$ cat config.mk
export PLATFORM = sky130hd
export DESIGN_NAME = booth_mult_seq
export DESIGN_NICKNAME = d
export VERILOG_FILES = /design/src/rtl/booth_mult_seq.sv
export SDC_FILE = /design/constraint.sdc
export NUM_CORES = 1
export LEC_CHECK = 0
export ABC_AREA = 1
export BUFFER_PORTS_ARGS = -buffer_cell sky130_fd_sc_hd__clkbuf_2
export CAP_MARGIN = 20
export CORE_MARGIN = 2
export CORE_UTILIZATION = 50
export CTS_CLUSTER_DIAMETER = 100
export DETAILED_ROUTE_END_ITERATION = 6
export GPL_TIMING_DRIVEN = 0
export PLACE_DENSITY = 0.72
export SYNTH_ARGS = -nofsm -noshare
export SYNTH_HDL_FRONTEND = slang
export SYNTH_SLANG_ARGS = --single-unit
$ cat constraint.sdc
create_clock -name clk -period 2.05 [get_ports clk]
set_input_delay 0.205 -clock clk [delete_from_list [all_inputs] [get_ports clk]]
set_output_delay 0.205 -clock clk [all_outputs]
set_load 0.01 [all_outputs]
$ cat src/rtl/booth_mult_seq.sv
// Sequential radix-2 Booth multiplier.
// Loads M, Q, A=0 and Q(-1)=0 when an operand pair is accepted. Each RUN cycle
// then adds or subtracts M based on {Q[0],Q(-1)} and arithmetic-shifts
// {A,Q,Q(-1)} right by one. After WIDTH iterations the result {A[WIDTH-1:0],Q}
// is held in DONE until the consumer takes it.
module booth_mult_seq #(
    parameter int WIDTH = 8
) (
    input  logic                 clk,
    input  logic                 rst_n,
    input  logic                 start,
    output logic                 in_ready,
    input  logic [WIDTH-1:0]     multiplicand,
    input  logic [WIDTH-1:0]     multiplier,
    output logic                 busy,
    output logic                 out_valid,
    input  logic                 out_ready,
    output logic [2*WIDTH-1:0]   product
);

    // The counter must be able to hold the value WIDTH itself.
    localparam int CW = $clog2(WIDTH + 1);

    typedef enum logic [1:0] {
        IDLE = 2'd0,
        RUN  = 2'd1,
        DONE = 2'd2
    } state_t;

    state_t            state_reg, state_next;
    logic [WIDTH:0]    a_reg, a_next;       // accumulator, one guard bit
    logic [WIDTH:0]    m_reg, m_next;       // sign-extended multiplicand
    logic [WIDTH-1:0]  q_reg, q_next;
    logic              qm1_reg, qm1_next;   // Q(-1)
    logic [CW-1:0]     count_reg, count_next;

    logic [WIDTH:0]    t_sum;               // add/sub result, before the shift
    logic [WIDTH-1:0]  q_shift;             // Q after the right shift

    // Booth recoding: choose A+M, A-M or A from {Q[0],Q(-1)}.
    // The WIDTH+1 bit width lets M = -2^(WIDTH-1) be negated without overflow.
    always_comb begin
        t_sum = a_reg;
        case ({q_reg[0], qm1_reg})
            2'b01:   t_sum = a_reg + m_reg;
            2'b10:   t_sum = a_reg - m_reg;
            default: t_sum = a_reg;
        endcase
    end

    // Q shifts right one bit per iteration, and the low bit of T enters at the top.
    genvar gi;
    generate
        for (gi = 0; gi < WIDTH - 1; gi++) begin : g_qshift
            assign q_shift[gi] = q_reg[gi + 1];
        end
    endgenerate
    assign q_shift[WIDTH-1] = t_sum[0];

    // Next-state and datapath update. By default every register holds its value.
    always_comb begin
        state_next = state_reg;
        a_next     = a_reg;
        m_next     = m_reg;
        q_next     = q_reg;
        qm1_next   = qm1_reg;
        count_next = count_reg;
        case (state_reg)
            IDLE: begin
                if (start) begin
                    m_next     = {multiplicand[WIDTH-1], multiplicand};
                    q_next     = multiplier;
                    a_next     = '0;
                    qm1_next   = 1'b0;
                    count_next = CW'(WIDTH);
                    state_next = RUN;
                end
            end
            RUN: begin
                a_next     = {t_sum[WIDTH], t_sum[WIDTH:1]};
                q_next     = q_shift;
                qm1_next   = q_reg[0];
                count_next = count_reg - CW'(1);
                if (count_reg == CW'(1)) begin
                    state_next = DONE;
                end
            end
            DONE: begin
                if (out_ready) begin
                    state_next = IDLE;
                end
            end
            default: state_next = IDLE;
        endcase
    end

    // State and datapath registers. Reset is asynchronous and active low.
    always_ff @(posedge clk or negedge rst_n) begin
        if (!rst_n) begin
            state_reg <= IDLE;
            a_reg     <= '0;
            m_reg     <= '0;
            q_reg     <= '0;
            qm1_reg   <= 1'b0;
            count_reg <= '0;
        end else begin
            state_reg <= state_next;
            a_reg     <= a_next;
            m_reg     <= m_next;
            q_reg     <= q_next;
            qm1_reg   <= qm1_next;
            count_reg <= count_next;
        end
    end

    assign in_ready  = (state_reg == IDLE);
    assign busy      = (state_reg == RUN);
    assign out_valid = (state_reg == DONE);
    assign product   = {a_reg[WIDTH-1:0], q_reg};

endmodule

==> summary.md <==
| Metric | Value |
|---|---|
| Dominant synthesized flop cell | dfrtp_1 |
| Post-Synthesis Net Count | approximately 290 |
| Post-DP HPWL | ~3200 um |
| Fin worst setup slack | -190 ps |
| Detail Route met2 WL | 2500 um |
| Layout cells sized above 1 | 0.347 |
| Initial Util | 0.532 |
| CP required | ~2300 ps |
| Relative slew margins | 0.502 |
| CTS root buffer | clkbuf_8 |
| Die footprint | roughly 4500 um2 |
| Hold_buf cts | 0 |
| RR Startpoint | m_reg[0] |
| Area Overhead vs Synth | 35.3% |
| GPL Wtd Cong | roughly 0.86 |
| Design Area, Final | 2700 um2 |
| Top cell type's share of synthesized area | 0.389 |
| Seq cells post-synth | 31 |
| Pin count of the biggest net entering global routing | 32 |
| Num ports | 39 |
| Synth top area cells | dfrtp_1 39%, nand2_1 12%, ha_1 7.5% |
| Worst r2r path cells | 12 |
| Fin. Hold Viols | 31 |
| TritonCTS clock tree | built |
| Post-route DRC violation count | 0 |
| Status | finished, violations left |
| Post-layout min period | roughly 2200 ps |
| WHS | -30.5 ps |
| Asr flop ratio synth | 1.00 |
| Core area | approximately 3700 um2 |
| Synth area leader | dfrtp_1 |
| Worst Tran Pin Value | between 700 and 800 ps |
| Routed wire length | roughly 5200 um |
| Most common cell in the netlist | nand2_1 |
| Metal3 WL | around 290 um |
| DRT Pass-1 Iters | 5 |
| Top cells by count, synth | 65 x nand2_1, 38 x inv_1, 31 x dfrtp_1, 22 x nand3_1, 17 x a21oi_1 |
| CP Launch Type | flop |
| CTS Buf Count | 5 |
| I/O Buffers | 38 |
| Sink Count | 31 |
| Initial antenna violation count | 0 |
| First-pass GRT wire length | approximately 8000 um |
| Worst path arrival time | between 2000 and 2500 ps |
| Crit Path Class | reg -> reg |
| Post-synth EDFFs | 0 |
| Yosys cell types | 35 |
| H-tree depth | 2 |
| Max Cap Viol | 0 |
| Hold WC Path Type | in -> async |
| Max frequency | around 450 MHz |
| Die height | ~67 um |
| Post-synthesis sequential area ratio | 0.389 |
| Reg-to-Reg End | a_reg[4] |
| Unrepaired setup endpoints after global routing | yes |
| Via count | 1,931 |
| Fin crit share | 1.09 |
| Worst-path fanout max | 4 |
| Clock tree buffer depth | 2 |
| Antenna cells | 0 |
| Initial DRC Count | around 270 |
| Reg2Reg Setup Slack | -190 ps |
| DP Area | between 2000 and 2500 um2 |
| Clock transition at path regs | 70 ps |
| CP Capture Type | flop |
| Final setup violation count | 4 |
| Routed WL per cell | between 10 and 15 um |
| Syn Area/Cell | approximately 7.8 um2 |
| Clk_lat worst skew | around 290 ps |
| Synth warnings | 0 |
| Final nets | around 350 |
| Drt via density | 5.33 |
| Row count | 22 |
| Antenna viol nets, final | 0 |
| Max Used Layer | met4 |
| GR Util All Layers | 0.236 |
| Vias in the first global route | approximately 1,800 |
| Failing checks | negative hold slack, negative setup slack |
| Clock skew | 5.56 ps |
| Post-Syn Instances | roughly 260 |
| Pins Over Slew Limit | 0 |
| Gr ovfl total | 0 |
| Die span in x | ~67 um |
| Mapped Area | approximately 2000 um2 |
| Wl on met1 | around 2300 um |
## worst max path at each step
stage	end	start	depth (start not counted)	slack (ps)
2_1_floorplan	a_reg[4]	q_reg[0]	12	-20
3_3_place_gp	a_reg[7]	m_reg[0]	16	-190
3_5_place_dp	a_reg[7]	m_reg[0]	16	-190
4_1_cts	a_reg[6]	m_reg[0]	15	-30
5_1_grt	a_reg[4]	m_reg[0]	14	-310
6_report	a_reg[4]	m_reg[0]	12	-190
## per-layer routing
metal,track usage,vias to the layer above
met3,0.0450,15
met1,0.317,889
met5,0,-
met4,0.0995,0
met2,0.374,75
li1,-,952
## worst max-delay path, cell delays in order, from the launching register on
cell and delay (ps):
dfrtp_1 390, inv_2 100, ha_4 140, nand2_1 90, o21ai_2 180, xnor2_1 160, inv_1 120, ha_4 350
nand2_2 90, or2_4 240, nand4_1 100, nand3_1 70, a21boi_1 130
## what timing repair did
item | in CTS | in global routing
pin swaps | 15 | 23
setup buffers | 12 | 2
endpoints found under the setup margin | 6 | 7
gates cloned | 0 | 0
gates resized for setup | 25 | 18
## logic make-up after synthesis
group                    synth area share
XOR/XNOR                           0.0264
buffers and inverters              0.0960
AO/OA/AOI/OAI                       0.140
flip-flops                          0.389
adder cells (fa/ha/maj)            0.0854
AND/OR/NAND/NOR                     0.263
## cells in the final DEF, fill, tap and decap left out, types with 4 or more instances in the layout
cell      netlist  final
o22ai_1         4      4
ha_1           12      4
xor2_1          4      4
nor2_2          1      4
ha_4            0      7
buf_4           1     13
a21oi_4         0      4
o21ai_1         2      6
nand2_4         3      4
nand2_2         0      6
clkbuf_8        0      5
nor2_1          8      5
inv_1          38     32
nand4_1         6      6
dfrtp_1        31     31
a21oi_1        17     11
inv_2           1      6
clkbuf_2        0     38
nand2_1        65     58
o21ai_0        12      7
nand3_1        22     20
## final cells by class
class,count,area [um2]
sequential,31,776
tap,48,60.1
multi-input combinational,178,1230
fill,291,1050
buffer,4,28.8
clock inverter,2,60.1
clock buffer,6,72.6
timing repair buffer,52,303
inverter,41,164
## metrics by stage
stage	hold WS, ps	utilization	setup slack (ps)	TNS, ps	std cells
finish	-30.5	0.720	-190	-598	362
global route	36.3	0.720	-307	-1300	362
CTS	11.3	0.702	-28.9	-115	361
detailed placement	319	0.614	-194	-696	341
global placement	320	0.614	-189	-563	341
floorplan	-90.6	-	-21.6	-21.6	255
Power is not shown: default switching activity piles up to over one toggle a cycle in this logic, so the estimate is an artifact.
